## src/rtl/wb_xbar_rr.sv

```systemverilog
// wb_xbar_rr: round-robin Wishbone shared-bus interconnect with adr[31:28] slave decode and decode-miss error.
// Define WB_XBAR_TIMEOUT_EN to add the per-transfer ack timeout.
module wb_xbar_rr #(
    parameter int NUM_MASTERS = 2,
    parameter int NUM_SLAVES  = 5,
    parameter int TIMEOUT     = 255
) (
    input  logic                      wb_clk_i,
    input  logic                      wb_rst_i,
    input  logic [NUM_MASTERS-1:0]    m_cyc_i,
    input  logic [NUM_MASTERS-1:0]    m_stb_i,
    input  logic [NUM_MASTERS-1:0]    m_we_i,
    input  logic [32*NUM_MASTERS-1:0] m_adr_i,
    input  logic [32*NUM_MASTERS-1:0] m_dat_i,
    input  logic [4*NUM_MASTERS-1:0]  m_sel_i,
    output logic [32*NUM_MASTERS-1:0] m_dat_o,
    output logic [NUM_MASTERS-1:0]    m_ack_o,
    output logic [NUM_MASTERS-1:0]    m_err_o,
    output logic [NUM_SLAVES-1:0]     s_cyc_o,
    output logic [NUM_SLAVES-1:0]     s_stb_o,
    output logic                      s_we_o,
    output logic [31:0]               s_adr_o,
    output logic [31:0]               s_dat_o,
    output logic [3:0]                s_sel_o,
    input  logic [32*NUM_SLAVES-1:0]  s_dat_i,
    input  logic [NUM_SLAVES-1:0]     s_ack_i,
    input  logic [NUM_SLAVES-1:0]     s_err_i
);
    localparam int MW = NUM_MASTERS > 1 ? $clog2(NUM_MASTERS) : 1;

    typedef enum logic {IDLE, BUSY} state_t;

    state_t        state;
    logic [MW-1:0] owner, last, win;
    logic          busy, hit, o_cyc, o_stb, sel_ack, sel_err, miss_err, tmo, err;
    logic [31:0]   o_adr, sel_dat;
    logic [3:0]    idx;

    assign busy = state == BUSY;
    assign idx  = o_adr[31:28];
    assign hit  = busy && ({1'b0, idx} < 5'(NUM_SLAVES));
    assign err  = sel_err | miss_err | (tmo & ~sel_ack);

    // Lowest requester above last wins; otherwise wrap to the lowest at or below last.
    always_comb begin
        win = last;
        for (int j = NUM_MASTERS - 1; j >= 0; j--)
            if (m_cyc_i[j] && MW'(j) <= last) win = MW'(j);
        for (int j = NUM_MASTERS - 1; j >= 0; j--)
            if (m_cyc_i[j] && MW'(j) > last) win = MW'(j);
    end

    always_comb begin
        o_cyc   = 1'b0;
        o_stb   = 1'b0;
        s_we_o  = 1'b0;
        o_adr   = '0;
        s_dat_o = '0;
        s_sel_o = '0;
        for (int i = 0; i < NUM_MASTERS; i++)
            if (busy && owner == MW'(i)) begin
                o_cyc   = m_cyc_i[i];
                o_stb   = m_stb_i[i];
                s_we_o  = m_we_i[i];
                o_adr   = m_adr_i[32*i +: 32];
                s_dat_o = m_dat_i[32*i +: 32];
                s_sel_o = m_sel_i[4*i +: 4];
            end
    end

    assign s_adr_o = o_adr;

    always_comb begin
        sel_ack = 1'b0;
        sel_err = 1'b0;
        sel_dat = '0;
        for (int k = 0; k < NUM_SLAVES; k++) begin
            s_cyc_o[k] = hit && idx == 4'(k);
            s_stb_o[k] = s_cyc_o[k] && o_stb && !tmo;
            sel_ack    = sel_ack | (s_cyc_o[k] & s_ack_i[k]);
            sel_err    = sel_err | (s_cyc_o[k] & s_err_i[k]);
            sel_dat    = sel_dat | ({32{s_cyc_o[k]}} & s_dat_i[32*k +: 32]);
        end
    end

    always_comb begin
        for (int i = 0; i < NUM_MASTERS; i++) begin
            m_ack_o[i]         = busy && owner == MW'(i) && sel_ack;
            m_err_o[i]         = busy && owner == MW'(i) && err;
            m_dat_o[32*i +: 32] = (busy && owner == MW'(i)) ? sel_dat : 32'h0;
        end
    end

`ifdef WB_XBAR_TIMEOUT_EN
    localparam int CW = $clog2(TIMEOUT + 1);

    logic [CW-1:0] cnt;

    // Fires on the TIMEOUT-th waiting cycle; independent of ack so the stb gate has no loop.
    assign tmo = hit && o_stb && cnt == CW'(TIMEOUT - 1);

    always_ff @(posedge wb_clk_i or posedge wb_rst_i) begin
        if (wb_rst_i)
            cnt <= '0;
        else
            cnt <= (hit && o_stb && !sel_ack && !sel_err && !tmo) ? cnt + CW'(1) : '0;
    end
`else
    assign tmo = 1'b0;
`endif

    always_ff @(posedge wb_clk_i or posedge wb_rst_i) begin
        if (wb_rst_i) begin
            state    <= IDLE;
            owner    <= '0;
            last     <= MW'(NUM_MASTERS - 1);
            miss_err <= 1'b0;
        end else begin
            miss_err <= busy && o_stb && !hit && !miss_err;
            if (state == IDLE && |m_cyc_i) begin
                state <= BUSY;
                owner <= win;
                last  <= win;
            end else if (busy && !o_cyc) begin
                state <= IDLE;
            end
        end
    end
endmodule

```

## config.mk

```make
export PLATFORM = sky130hd
export DESIGN_NAME = wb_xbar_rr
export DESIGN_NICKNAME = d
export VERILOG_FILES = /design/src/rtl/wb_xbar_rr.sv
export SDC_FILE = /design/constraint.sdc
export NUM_CORES = 1
export LEC_CHECK = 0
export BUFFER_PORTS_ARGS = -buffer_cell sky130_fd_sc_hd__clkbuf_2
export CORE_AREA = 2 2 180 182
export CTS_CLUSTER_DIAMETER = 120
export CTS_CLUSTER_SIZE = 25
export DETAILED_ROUTE_END_ITERATION = 8
export DIE_AREA = 0 0 182 184
export GPL_TIMING_DRIVEN = 0
export PLACE_DENSITY = 0.38
export SETUP_SLACK_MARGIN = 0.2
export SLEW_MARGIN = 20
export SYNTH_ARGS = -nofsm -noshare
export SYNTH_HDL_FRONTEND = slang
export SYNTH_SLANG_ARGS = --single-unit
```

## constraint.sdc

```tcl
create_clock -name wb_clk_i -period 2 [get_ports wb_clk_i]
set_input_delay 0.1 -clock wb_clk_i [delete_from_list [all_inputs] [get_ports wb_clk_i]]
set_output_delay 0.1 -clock wb_clk_i [all_outputs]
set_load 0.05 [all_outputs]
```

# [Word-level counts from Yosys, hierarchy flattened]
# Index checks and enable logic that the tools add are counted.
[classes] n_reduce_logical=32 bitwise_logic=30 mux=20 eq_ne=4 order_cmp=5
[ops] operator="two-way mux 32 bit" n=6
[ops] operator="AND 32 bit" n=5
[ops] operator="OR 32 bit" n=4
[ops] operator="logical AND 1 bit" n=26
[ops] operator="two-way mux 1 bit" n=12
[ops] operator="AND 1 bit" n=10
[ops] operator="OR 1 bit" n=9
[ops] operator="equality test 4 x 2 -> 1 bit (second input constant)" n=2
[ops] operator="two-way mux 4 bit" n=2
[ops] operator="equality test 4 x 1 -> 1 bit (second input constant)" n=1
[ops] operator="equality test 4 x 3 -> 1 bit (second input constant)" n=1
[ops] operator="zero test 4 bit" n=1
[ops] operator="less-than comparator 4 x 3 -> 1 bit (second input constant)" n=1
[ops] operator="zero test 1 bit" n=3
[ops] operator="> comparator 1 bit (first input constant)" n=2
[ops] operator="<= comparator 1 bit (first input constant)" n=2
[ops] operator="NOT 1 bit" n=2
[ops] operator="nonzero test 2 bit" n=1
[ops] operator="OR reduction 2 bit" n=1
[totals] word_cells=95 out_inout_bits=147 regBits=4

# [Logic depth before layout (Yosys ltp)]
# Gate-level depths: netlist (run 1).
[logic_depth] word_depth=14 ltp_mapped=8

# [Worst setup path before layout (run 1)]
# Ideal clock, no wire load.
[synth_path] path_kind="reg-to-output" startpoint="register state, in the netlist busy" endpoint="output s_stb_o[3]" arrival_time_ps=3296 path_buffers=2 slack_ps=-1396 stages_incl_launch_ff=7 path_cell_list="dfrtp_1 -> clkbuf_8 -> inv_1 -> clkbuf_1 -> nor2_1 -> nand2_1 -> nor4_1"
[synth_via] elab_chain_len=7 word_cells_on_any_way=11 classes_between="order compare (1); eq/ne (1); mux (4); reduce/logical (5)"
[synth_rtl] item="start, declared" line="33" text="state_t state;"
[synth_rtl] item="start signal, assigned" line="114" text="state <= IDLE;"
[synth_rtl] item="start signal, assigned" line="121" text="state <= BUSY;"
[synth_rtl] item="start signal, assigned" line="125" text="state <= IDLE;"
[synth_rtl] item="logical AND 1 bit" line="61" text="if (busy && owner == MW'(i)) begin"
[synth_rtl] item="two-way mux 32 bit" line="61"
[synth_rtl] item="two-way mux 32 bit *" line="61"
[synth_rtl] item="via s_adr_o[28]" line="22" text="output logic [31:0] s_adr_o,"
[synth_rtl] item="less-than comparator 4 x 3 -> 1 bit" line="41" text="assign hit = busy && ({1'b0, idx} < 5'(NUM_SLAVES));"
[synth_rtl] item="logical AND 1 bit" line="41"
[synth_rtl] item="logical AND 1 bit *" line="78" text="s_cyc_o[k] = hit && idx == 4'(k);"
[synth_rtl] item="logical AND 1 bit *" line="79" text="s_stb_o[k] = s_cyc_o[k] && o_stb && !tmo;"
[synth_rtl] item="end, declared" line="20" text="output logic [NUM_SLAVES-1:0] s_stb_o,"
# The timed path passes the listed nets; every way through them passes the cells marked *.

# [Worst setup path after layout (run 1)]
[layout_path] startpoint="register owner" endpoint="output m_dat_o[9]"
[layout_via] elab_chain_len=13 word_cells_on_any_way=27 classes_between="order compare (1); eq/ne (4); mux (3); bitwise (10); reduce/logical (9)"
[layout_rtl] item="start, declared" line="34" text="logic [MW-1:0] owner, last, win;"
[layout_rtl] item="start signal, assigned" line="122" text="owner <= win;"
[layout_rtl] item="NOT 1 bit" line="61, 90"
[layout_rtl] item="logical AND 1 bit" line="61, 90"
[layout_rtl] item="two-way mux 32 bit (2 in series)" line="61"
[layout_rtl] item="less-than comparator 4 x 3 -> 1 bit" line="41"
[layout_rtl] item="logical AND 1 bit" line="41"
[layout_rtl] item="logical AND 1 bit" line="78"
[layout_rtl] item="AND 32 bit" line="82" text="sel_dat = sel_dat | ({32{s_cyc_o[k]}} & s_dat_i[32*k +: 32]);"
[layout_rtl] item="OR 32 bit (4 in series)" line="82"
[layout_rtl] item="two-way mux 32 bit *" line="90" text="m_dat_o[32*i +: 32] = (busy && owner == MW'(i)) ? sel_dat : 32'h0;"
[layout_rtl] item="end, declared" line="16" text="output logic [32*NUM_MASTERS-1:0] m_dat_o,"
# Mark *: on every way between the ends. The rest lies on a longest branch, timed or not.

==> results of run 1 <==
==> cell type report <==
cell class	instances	area [um^2]
Fill cell	3179	19600
Multi-Input combinational cell	412	5530
Timing Repair Buffer	523	4780
Buffer	53	752
Tap cell	402	503
Sequential cell	4	101
Clock buffer	4	78.8
Inverter	4	18.8
Antenna cell	2	5.00
==> synth_stat cells (3+ instances only) <==
cell       n
and3_1    23
nor2_1    71
a21oi_1   45
mux2_2    22
clkbuf_1  21
buf_1      5
buf_2     10
inv_1      4
a22oi_1   13
a21boi_0  20
mux2i_1   81
o221ai_1  26
o21ai_0   21
and2_1     3
buf_6      8
buf_4      6
dfrtp_1    3
a32oi_2   20
nor3_1     4
nand2_1   34
==> worst paths after layout <==
check | slack, ns | start | endpoint | cells past startpoint
min in group asynchronous | 0.31 | wb_rst_i | busy | 3
worst max-delay path | -0.38 | owner | m_dat_o[9] | 8
worst max register to register | 0.14 | owner | miss_err | 8
worst min register to register | 0.48 | miss_err | miss_err | 1
worst min-delay path | 0.14 | m_cyc_i[1] | last | 3
max in group asynchronous | 1.46 | wb_rst_i | last | 3
==> placed cells by master (no fill, tap or decap), types with 13 or more instances in the layout <==
cell type,count
a22oi_2,13
nand2_4,28
a32oi_4,20
buf_12,31
mux2i_4,32
clkbuf_2,318
clkbuf_8,28
a21oi_4,42
mux2i_2,27
clkbuf_16,13
nor2_2,57
buf_4,20
and3_1,20
o21ai_2,19
o221ai_4,25
buf_8,123
mux2i_1,23
a21boi_0,17
mux2_4,15
buf_6,20
==> logic make-up after synthesis <==
logic type      Yosys count  synth area share (%)
flops                     4                  2.84
simple gates            153                  20.6
compound gates          154                  35.9
buf+inv                  57                  9.87
mux                     105                  30.8
==> power breakdown <==
| part | internal, mW | switching, mW | leakage [nW] |
|---|---|---|---|
| combinational | 4.73 | 5.41 | 4.83 |
| clock | 0.263 | 0.0568 | 0.0382 |
| sequential | 0.116 | 0.0214 | 0.0472 |
| total | 5.11 | 5.49 | 4.91 |
==> metrics by stage <==
| step | power, mW | instances | TNS (ns) | setup slack (ns) |
|---|---|---|---|---|
| floorplan | 5.18 | 473 | 0 | 0.0168 |
| CTS | 10.0 | 1394 | -27.78 | -0.424 |
| global route | 11.0 | 1403 | -36.61 | -0.457 |
| finish | 10.6 | 1404 | -27.77 | -0.378 |
| global placement | 6.79 | 1335 | -65.91 | -0.977 |
| detailed placement | 6.78 | 1335 | -66.47 | -0.977 |
==> registers in the layout, indices dropped and copies added (netlist names) <==
name / count
last: 1
busy: 1
owner: 1
miss_err: 1
==> worst reg2reg max path, delay by kind of cell (launching register included) <==
| kind | cells | cell delay (ns) |
|---|---|---|
| buffers and inverters | 4 | 0.61 |
| and+or+nand+nor | 3 | 0.51 |
| DFF | 1 | 0.39 |
| muxes | 1 | 0.26 |
==> per-layer routing <==
| metal | wire (um) | global-route usage (%) |
|---|---|---|
| met1 | 11100 | 18.5 |
| met3 | 1910 | 3.82 |
| met5 | 27 | 0 |
| met4 | 183 | 1.65 |
| met2 | 15500 | 31.3 |
==> what timing repair did <==
action	4_1_cts	5_1_grt
endpoints found under the hold margin	4	0
endpoints found under the setup margin	150	148
buffers inserted	39	6
pin swaps	71	25
gates cloned	15	2
gates resized for setup	543	193
hold buffers	1	0
==> results.sh, run 1 <==
export IMPL_violations="setup timing"
export IMPL_start_util_pct=11.4
export IMPL_die_height_um=184
export IMPL_first_iter_violations=130
export IMPL_yosysTopAreaCell="mux2i_1"
export IMPL_wirelength_um=28800
export IMPL_yosys_warnings=0
export IMPL_critPathSlowestCell="or3_4"
export IMPL_gp_congestion=0.774
export IMPL_drc=0
export IMPL_wl_per_cell_um=20.5
export IMPL_dpl_cell_area_um2=8020
export IMPL_fin_ws_ns=-0.378
export IMPL_ctsRootBufferMaster="clkbuf_16"
export IMPL_powerDensity_nw_per_um2=900
export IMPL_syn_area_um2=3560
export IMPL_port_buffers=460
export IMPL_grt_usage_pct=16.2
export IMPL_finalNetCount=1315
export IMPL_start_kind="flip-flop"
export IMPL_irDropWorstVdd_uv=586
export IMPL_clkTransAtPathRegs_ns=0.03
export IMPL_fp_dieW_um=182
export IMPL_rsz0062_at_grt="yes"
export IMPL_fin_area_um2=11800
export IMPL_clk_latency_ns=0.22
export IMPL_synth_main_ff_cell="dfrtp_1"
export IMPL_worst_path_buf_inv=4
export IMPL_hold_slack_ns=0.138
export IMPL_crit_path_max_fanout=8
export IMPL_ant_nets=0
export IMPL_finalMaxSlewViolations=0
export IMPL_period_needed_ns=2.38
export IMPL_clockBufferDepth=2
export IMPL_drive_gt1_share_pct=90.5
export IMPL_critPathMaxStageDelay_ns=0.43
export IMPL_arrival_ns=2.28
export IMPL_worstMarginPinSlew_ns=0.611
export IMPL_fin_crit_sh_pct=119
export IMPL_cts_sinks=4
export IMPL_utilization_pct=37.5
export IMPL_outcome="complete, but fails checks"
export IMPL_crit_type="flip-flop to output pin"
export IMPL_maxCapViolations=0
export IMPL_synth_seq_cells=4
export IMPL_synth_cells=473
export IMPL_critPathTopFamily="buffers and inverters"
export IMPL_finalSetupViolations=130
export IMPL_min_path_type="primary input to flip-flop"
export IMPL_antenna_found_initial=4
export IMPL_async_reset_ff_share_pct=100
export IMPL_leakage_nw=4.91
export IMPL_synth_cell_types=47
export IMPL_synth_edff_count=0
export IMPL_yosysSeqAreaShare_pct=2.84
export IMPL_path_cells="buf_6, or3_4, a211oi_4, buf_6, clkbuf_16, a32oi_4, a21oi_4, buf_8"
export IMPL_vias=5964
export IMPL_worst_setup_path_end_kind="output pin"
export IMPL_grt_pass1_vias=6546
export IMPL_syn_to_final_growth_pct=230
export IMPL_fin_skew_ns=0.00229
export IMPL_grt_max_degree=12
export IMPL_firstDrtPassIters=4
export IMPL_h_tree_depth=1
export IMPL_hpwlAfterDp_um=22600
export IMPL_placementRows=65
export IMPL_ios=461
export IMPL_cts_tree="yes"
export IMPL_ys_top_cells_by_area="mux2i_1, a32oi_2, nor2_1"
export IMPL_grt_pass1_wl_um=41500
export IMPL_maxSlewHeadroom_pct=59.3
export IMPL_gr_total_overflow=0
export IMPL_hold_viol_final=0
export IMPL_worstPathRequired_ns=1.90
export IMPL_core_area_um2=31400
export IMPL_cts_buffers=3
export IMPL_clock_fmax_ghz=0.421
export IMPL_avgSynthCellArea_um2=7.53
export IMPL_vias_per_cell=4.25
export IMPL_synth_top_area_share_pct=22.8
export IMPL_synth_nets=787
export IMPL_cpMostUsedCell="buf_6"
export IMPL_die_area_um2=33500
No activity file was read; power rests on OpenSTA's default activity.
==> run 2: changes to the inputs <==
--- a/config.mk
+++ b/config.mk
@@ -6,13 +6,13 @@
 export NUM_CORES = 1
 export LEC_CHECK = 0
 export BUFFER_PORTS_ARGS = -buffer_cell sky130_fd_sc_hd__clkbuf_2
-export CORE_AREA = 2 2 180 182
+export CORE_AREA = 2 2 178 180
 export CTS_CLUSTER_DIAMETER = 120
 export CTS_CLUSTER_SIZE = 25
 export DETAILED_ROUTE_END_ITERATION = 8
-export DIE_AREA = 0 0 182 184
+export DIE_AREA = 0 0 180 182
 export GPL_TIMING_DRIVEN = 0
-export PLACE_DENSITY = 0.38
+export PLACE_DENSITY = 0.4
 export SETUP_SLACK_MARGIN = 0.2
 export SLEW_MARGIN = 20
 export SYNTH_ARGS = -nofsm -noshare
==> constraint.sdc (replaced) <==
create_clock -name wb_clk_i -period 1.9 [get_ports wb_clk_i]
set_input_delay 0.095 -clock wb_clk_i [delete_from_list [all_inputs] [get_ports wb_clk_i]]
set_output_delay 0.095 -clock wb_clk_i [all_outputs]
set_load 0.05 [all_outputs]
==> run 2 against run 1 <==
Effect of this change:
- the run still ends with setup timing left
- wire length fell by 3.1%
- clock power rose by 6%
- via count fell by 1.9%
- total power fell by 3.1%
- critical path type unchanged
- critical endpoint is now m_ack_o[0]
- largest cell class unchanged
==> results.sh, run 2 (synthesized netlist as in run 1, its figures left out) <==
export IMPL_gp_congestion=0.811
export IMPL_clk_latency_ns=0.22
export IMPL_die_height_um=182
export IMPL_worst_setup_path_end_kind="output pin"
export IMPL_cts_tree="yes"
export IMPL_start_util_pct=11.5
export IMPL_port_buffers=460
export IMPL_crit_type="flip-flop to output pin"
export IMPL_final_common_cell="clkbuf_2"
export IMPL_crit_path_max_fanout=9
export IMPL_violations="setup timing"
export IMPL_vias_per_cell=4.22
export IMPL_clkTransAtPathRegs_ns=0.03
export IMPL_drive_gt1_share_pct=89.9
export IMPL_rsz0062_at_grt="yes"
export IMPL_placementRows=65
export IMPL_ios=461
export IMPL_hpwlAfterDp_um=22300
export IMPL_fill_cells=3162
export IMPL_critPathTopFamily="buffers and inverters"
export IMPL_hold_viol_final=0
export IMPL_syn_to_final_growth_pct=210
export IMPL_leakage_nw=4.45
export IMPL_start_kind="flip-flop"
export IMPL_vias=5850
export IMPL_path_cells="buf_8, or3_4, a211oi_4, buf_12, buf_6, buf_12, a32oi_4, a21oi_4, buf_8"
export IMPL_period_needed_ns=2.43
export IMPL_finalSetupViolations=144
export IMPL_first_iter_violations=185
export IMPL_min_path_type="primary input to flip-flop"
export IMPL_grt_pass1_wl_um=40200
export IMPL_drc=0
export IMPL_clock_fmax_ghz=0.411
export IMPL_arrival_ns=2.34
export IMPL_critPathSlowestCell="or3_4"
export IMPL_antenna_found_initial=3
export IMPL_worstPathRequired_ns=1.80
export IMPL_firstDrtPassIters=4
export IMPL_maxSlewHeadroom_pct=59.1
export IMPL_ctsRootBufferMaster="clkbuf_16"
export IMPL_utilization_pct=35.6
export IMPL_fin_ws_ns=-0.531
export IMPL_powerDensity_nw_per_um2=929
export IMPL_grt_pass1_vias=6185
export IMPL_fin_skew_ns=0.00153
export IMPL_h_tree_depth=1
export IMPL_finalNetCount=1297
export IMPL_ant_nets=0
export IMPL_clockBufferDepth=2
export IMPL_grt_max_degree=11
export IMPL_fin_crit_sh_pct=128
export IMPL_wl_per_cell_um=20.2
export IMPL_critPathMaxStageDelay_ns=0.42
export IMPL_gr_total_overflow=0
export IMPL_finalMaxSlewViolations=0
export IMPL_core_area_um2=31000
export IMPL_die_area_um2=32800
export IMPL_maxCapViolations=0
export IMPL_outcome="complete, but fails checks"
export IMPL_fp_dieW_um=180
export IMPL_cts_sinks=4
export IMPL_cts_buffers=3
export IMPL_grt_usage_pct=16.0
export IMPL_worstMarginPinSlew_ns=0.613
export IMPL_irDropWorstVdd_uv=589
export IMPL_place_worst_setup_slack_ns=-0.840
export IMPL_wirelength_um=27900
export IMPL_final_cell_mix="clkbuf_2, buf_8, nor2_2"
export IMPL_worst_path_buf_inv=5
run 2: cell count changes in the layout (fill, tap and decap cells not counted), sizes merged:
cell	previous run	this run
diode	2	1
bufbuf	5	0
clkbuf	369	361
buf	205	200
run 2: metal layers:
| layer | part of all wire (%) | wire length (um) | GRT usage (%) |
|---|---|---|---|
| met3 | 5.8 | 1610 | 2.63 |
| met1 | 42 | 11800 | 20.5 |
| met2 | 51 | 14300 | 28.9 |
| met5 | 0.061 | 17 | 0 |
| met4 | 0.71 | 199 | 1.56 |
run 2: area by class of cell:
class	count	area, um^2	share of cell area, %
plain buffers	53	706	6.39
inverters	4	18.8	0.170
diodes	1	2.50	0.0227
well taps	402	503	4.55
repair buffers	505	4270	38.6
clock buffers	4	78.8	0.714
flip-flops and latches	4	101	0.918
multi-input cells	412	5370	48.6
run 2: worst paths after layout:
kind	startpoint	slack, ns	end	cells past startpoint
setup / recovery	owner	-0.53	m_ack_o[0]	9
hold / removal	m_cyc_i[1]	0.15	last	3
setup reg to reg	owner	0.16	miss_err	6
hold reg to reg	miss_err	0.47	miss_err	1
max in group asynchronous	wb_rst_i	1.39	last	3
min in group asynchronous	wb_rst_i	0.28	miss_err	3
run 2: per-stage QoR:
stage	power [mW]	cells	hold slack [ns]	TNS [ns]	instance area, um^2
floorplan	5.49	473	-0.140	-3.96	5240
global placement	7.17	1335	-0.0292	-54.37	8050
detailed placement	7.17	1335	-0.0337	-54.22	8050
CTS	9.40	1374	0.146	-37.44	10300
global route	10.7	1384	0.163	-50.05	11000
finish	10.3	1385	0.151	-41.32	11000
run 2: power by group:
part / internal, mW / switching (mW)
Clock: 0.277 / 0.0608
Sequential: 0.122 / 0.0233
Combinational: 4.23 / 5.55
run 2: repair_timing:
item	in CTS	in global routing
buffers inserted	27	7
pin swaps	53	10
endpoints found under the hold margin	4	0
cloned	7	3
resized for setup	406	260
endpoints found under the setup margin	150	150
hold buffers	1	0
run 2: worst min-delay path: cells and delay by family:
kind | cells | cell delay, ns
AOI/OAI and AO/OA | 1 | 0.08
and+or+nand+nor | 1 | 0.08
buffers and inverters | 1 | 0.10
==> run 3: changes to the inputs <==
--- a/config.mk
+++ b/config.mk
@@ -12,7 +12,6 @@
 export DETAILED_ROUTE_END_ITERATION = 8
 export DIE_AREA = 0 0 180 182
 export GPL_TIMING_DRIVEN = 0
-export PLACE_DENSITY = 0.4
 export SETUP_SLACK_MARGIN = 0.2
 export SLEW_MARGIN = 20
 export SYNTH_ARGS = -nofsm -noshare
==> run 3 against run 2 <==
Effect of this change:
- highest routed layer unchanged
- setup slack lost 0.010 ns
- flip-flop and latch count is the same
- utilization grew 1.8 points
- largest power group unchanged
- the flow still finishes with violations (setup timing)
- combinational power grew 8%
==> results.sh, run 3 (synthesized netlist as in run 1, its figures left out) <==
export IMPL_cts_buffers=3
export IMPL_grt_pass1_vias=6270
export IMPL_arrival_ns=2.35
export IMPL_clock_fmax_ghz=0.410
export IMPL_clockBufferDepth=2
export IMPL_gr_total_overflow=0
export IMPL_start_util_pct=11.5
export IMPL_drc=0
export IMPL_fin_ws_ns=-0.541
export IMPL_cts_sinks=4
export IMPL_grt_usage_pct=15.1
export IMPL_grt_pass1_wl_um=38400
export IMPL_fill_cells=2969
export IMPL_path_cells="buf_6, or3_4, a211oi_4, buf_6, buf_12, buf_16, a32oi_4, a21oi_4, buf_8"
export IMPL_cpMostUsedCell="buf_6"
export IMPL_leakage_nw=4.75
export IMPL_gp_congestion=0.820
export IMPL_firstDrtPassIters=4
export IMPL_crit_path_max_fanout=8
export IMPL_ctsRootBufferMaster="clkbuf_16"
export IMPL_min_path_type="primary input to flip-flop"
export IMPL_vias=6219
export IMPL_final_common_cell="clkbuf_2"
export IMPL_maxCapViolations=0
export IMPL_maxSlewHeadroom_pct=55.7
export IMPL_worstMarginPinSlew_ns=0.664
export IMPL_fp_dieW_um=180
export IMPL_rsz0062_at_grt="yes"
export IMPL_final_cell_mix="clkbuf_2, buf_6, buf_8"
export IMPL_fin_crit_sh_pct=128
export IMPL_critPathTopFamily="buffers and inverters"
export IMPL_start_kind="flip-flop"
export IMPL_cts_tree="yes"
export IMPL_worstPathRequired_ns=1.80
export IMPL_crit_type="flip-flop to output pin"
export IMPL_wl_per_cell_um=20.6
export IMPL_irDropWorstVdd_uv=657
export IMPL_fin_skew_ns=0.00236
export IMPL_period_needed_ns=2.44
export IMPL_hold_viol_final=0
export IMPL_worst_path_buf_inv=5
export IMPL_clk_latency_ns=0.23
export IMPL_core_area_um2=31000
export IMPL_critPathMaxStageDelay_ns=0.44
export IMPL_vias_per_cell=4.40
export IMPL_ios=461
export IMPL_die_height_um=182
export IMPL_finalMaxSlewViolations=0
export IMPL_port_buffers=460
export IMPL_antenna_found_initial=4
export IMPL_r2r_setup_slack_ns=0.03
export IMPL_place_inst=1335
export IMPL_hpwlAfterDp_um=21300
export IMPL_clkTransAtPathRegs_ns=0.03
export IMPL_syn_to_final_growth_pct=225
export IMPL_first_iter_violations=161
export IMPL_worst_setup_path_end_kind="output pin"
export IMPL_ant_nets=0
export IMPL_finalNetCount=1323
export IMPL_powerDensity_nw_per_um2=956
export IMPL_instances_no_fill=1413
export IMPL_grt_max_degree=11
export IMPL_outcome="complete, but fails checks"
export IMPL_placementRows=65
export IMPL_wirelength_um=29100
export IMPL_critPathSlowestCell="or3_4"
export IMPL_violations="setup timing"
export IMPL_utilization_pct=37.4
export IMPL_drive_gt1_share_pct=91.9
export IMPL_finalSetupViolations=146
export IMPL_die_area_um2=32800
export IMPL_h_tree_depth=1
-- run 3: cell types whose count changed in the layout (fill, tap and decap cells not counted), moves of 10 or more --
cell	change
buf_6	+67
buf_8	-18
mux2i_4	+15
nand2_4	+13
nand2_2	-12
mux2i_1	-11
mux2_2	-10
mux2_4	+10
-- run 3: worst paths after layout --
path                             from          end  cells past startpoint
hold reg to reg              miss_err     miss_err                      1
min in group asynchronous    wb_rst_i         busy                      3
max in group asynchronous    wb_rst_i         last                      3
setup / recovery                owner  m_dat_o[12]                      9
hold / removal             m_cyc_i[1]         last                      3
setup reg to reg                owner     miss_err                      8
-- run 3: layout make-up --
cell class              count  area (um^2)  area share, %
multi-input cells         412         5660           48.8
repair buffers            531         4520           39.0
plain buffers              53          712           6.14
well taps                 402          503           4.34
flip-flops and latches      4          101          0.874
clock buffers               4         78.8          0.680
inverters                   4         18.8          0.162
diodes                      3         7.51         0.0648
-- run 3: through the flow --
step	cell area, um^2	setup TNS (ns)	power [mW]	hold slack [ns]	setup slack (ns)
2_1_floorplan	5240	-3.96	5.49	-0.140	-0.0782
3_3_place_gp	8050	-65.26	7.09	0.00777	-1.09
3_5_place_dp	8050	-65.77	7.14	0.00746	-1.10
4_1_cts	9830	-58.80	8.54	0.129	-0.551
5_1_grt	11600	-50.90	11.5	0.152	-0.611
6_report	11600	-41.07	11.1	0.127	-0.541
-- run 3: worst min-delay path: stages --
cell      delay [ns]
clkbuf_2        0.10
nand2_1         0.07
o21ai_0         0.08
-- run 3: layer usage --
layer  wire, um  vias to the layer above  track usage, %
met4        665                        2            4.39
li1           -                     2898               -
met3       1320                       41            2.09
met2      15300                      262            26.7
met1      11800                     3016            19.1
met5         14                        -               0
-- run 3: report_power, final --
part	total (mW)	internal (mW)	switching [mW]
Combinational	10.6	4.74	5.84
Clock	0.348	0.278	0.0702
Sequential	0.150	0.122	0.0276
-- run 3: what timing repair did --
action	4_1_cts	5_1_grt
resized for setup	315	528
setup buffers	27	25
pin swaps	69	26
hold buffers	1	0
hold endpoints to repair	4	0
setup endpoints to repair	151	150
cloned	8	10
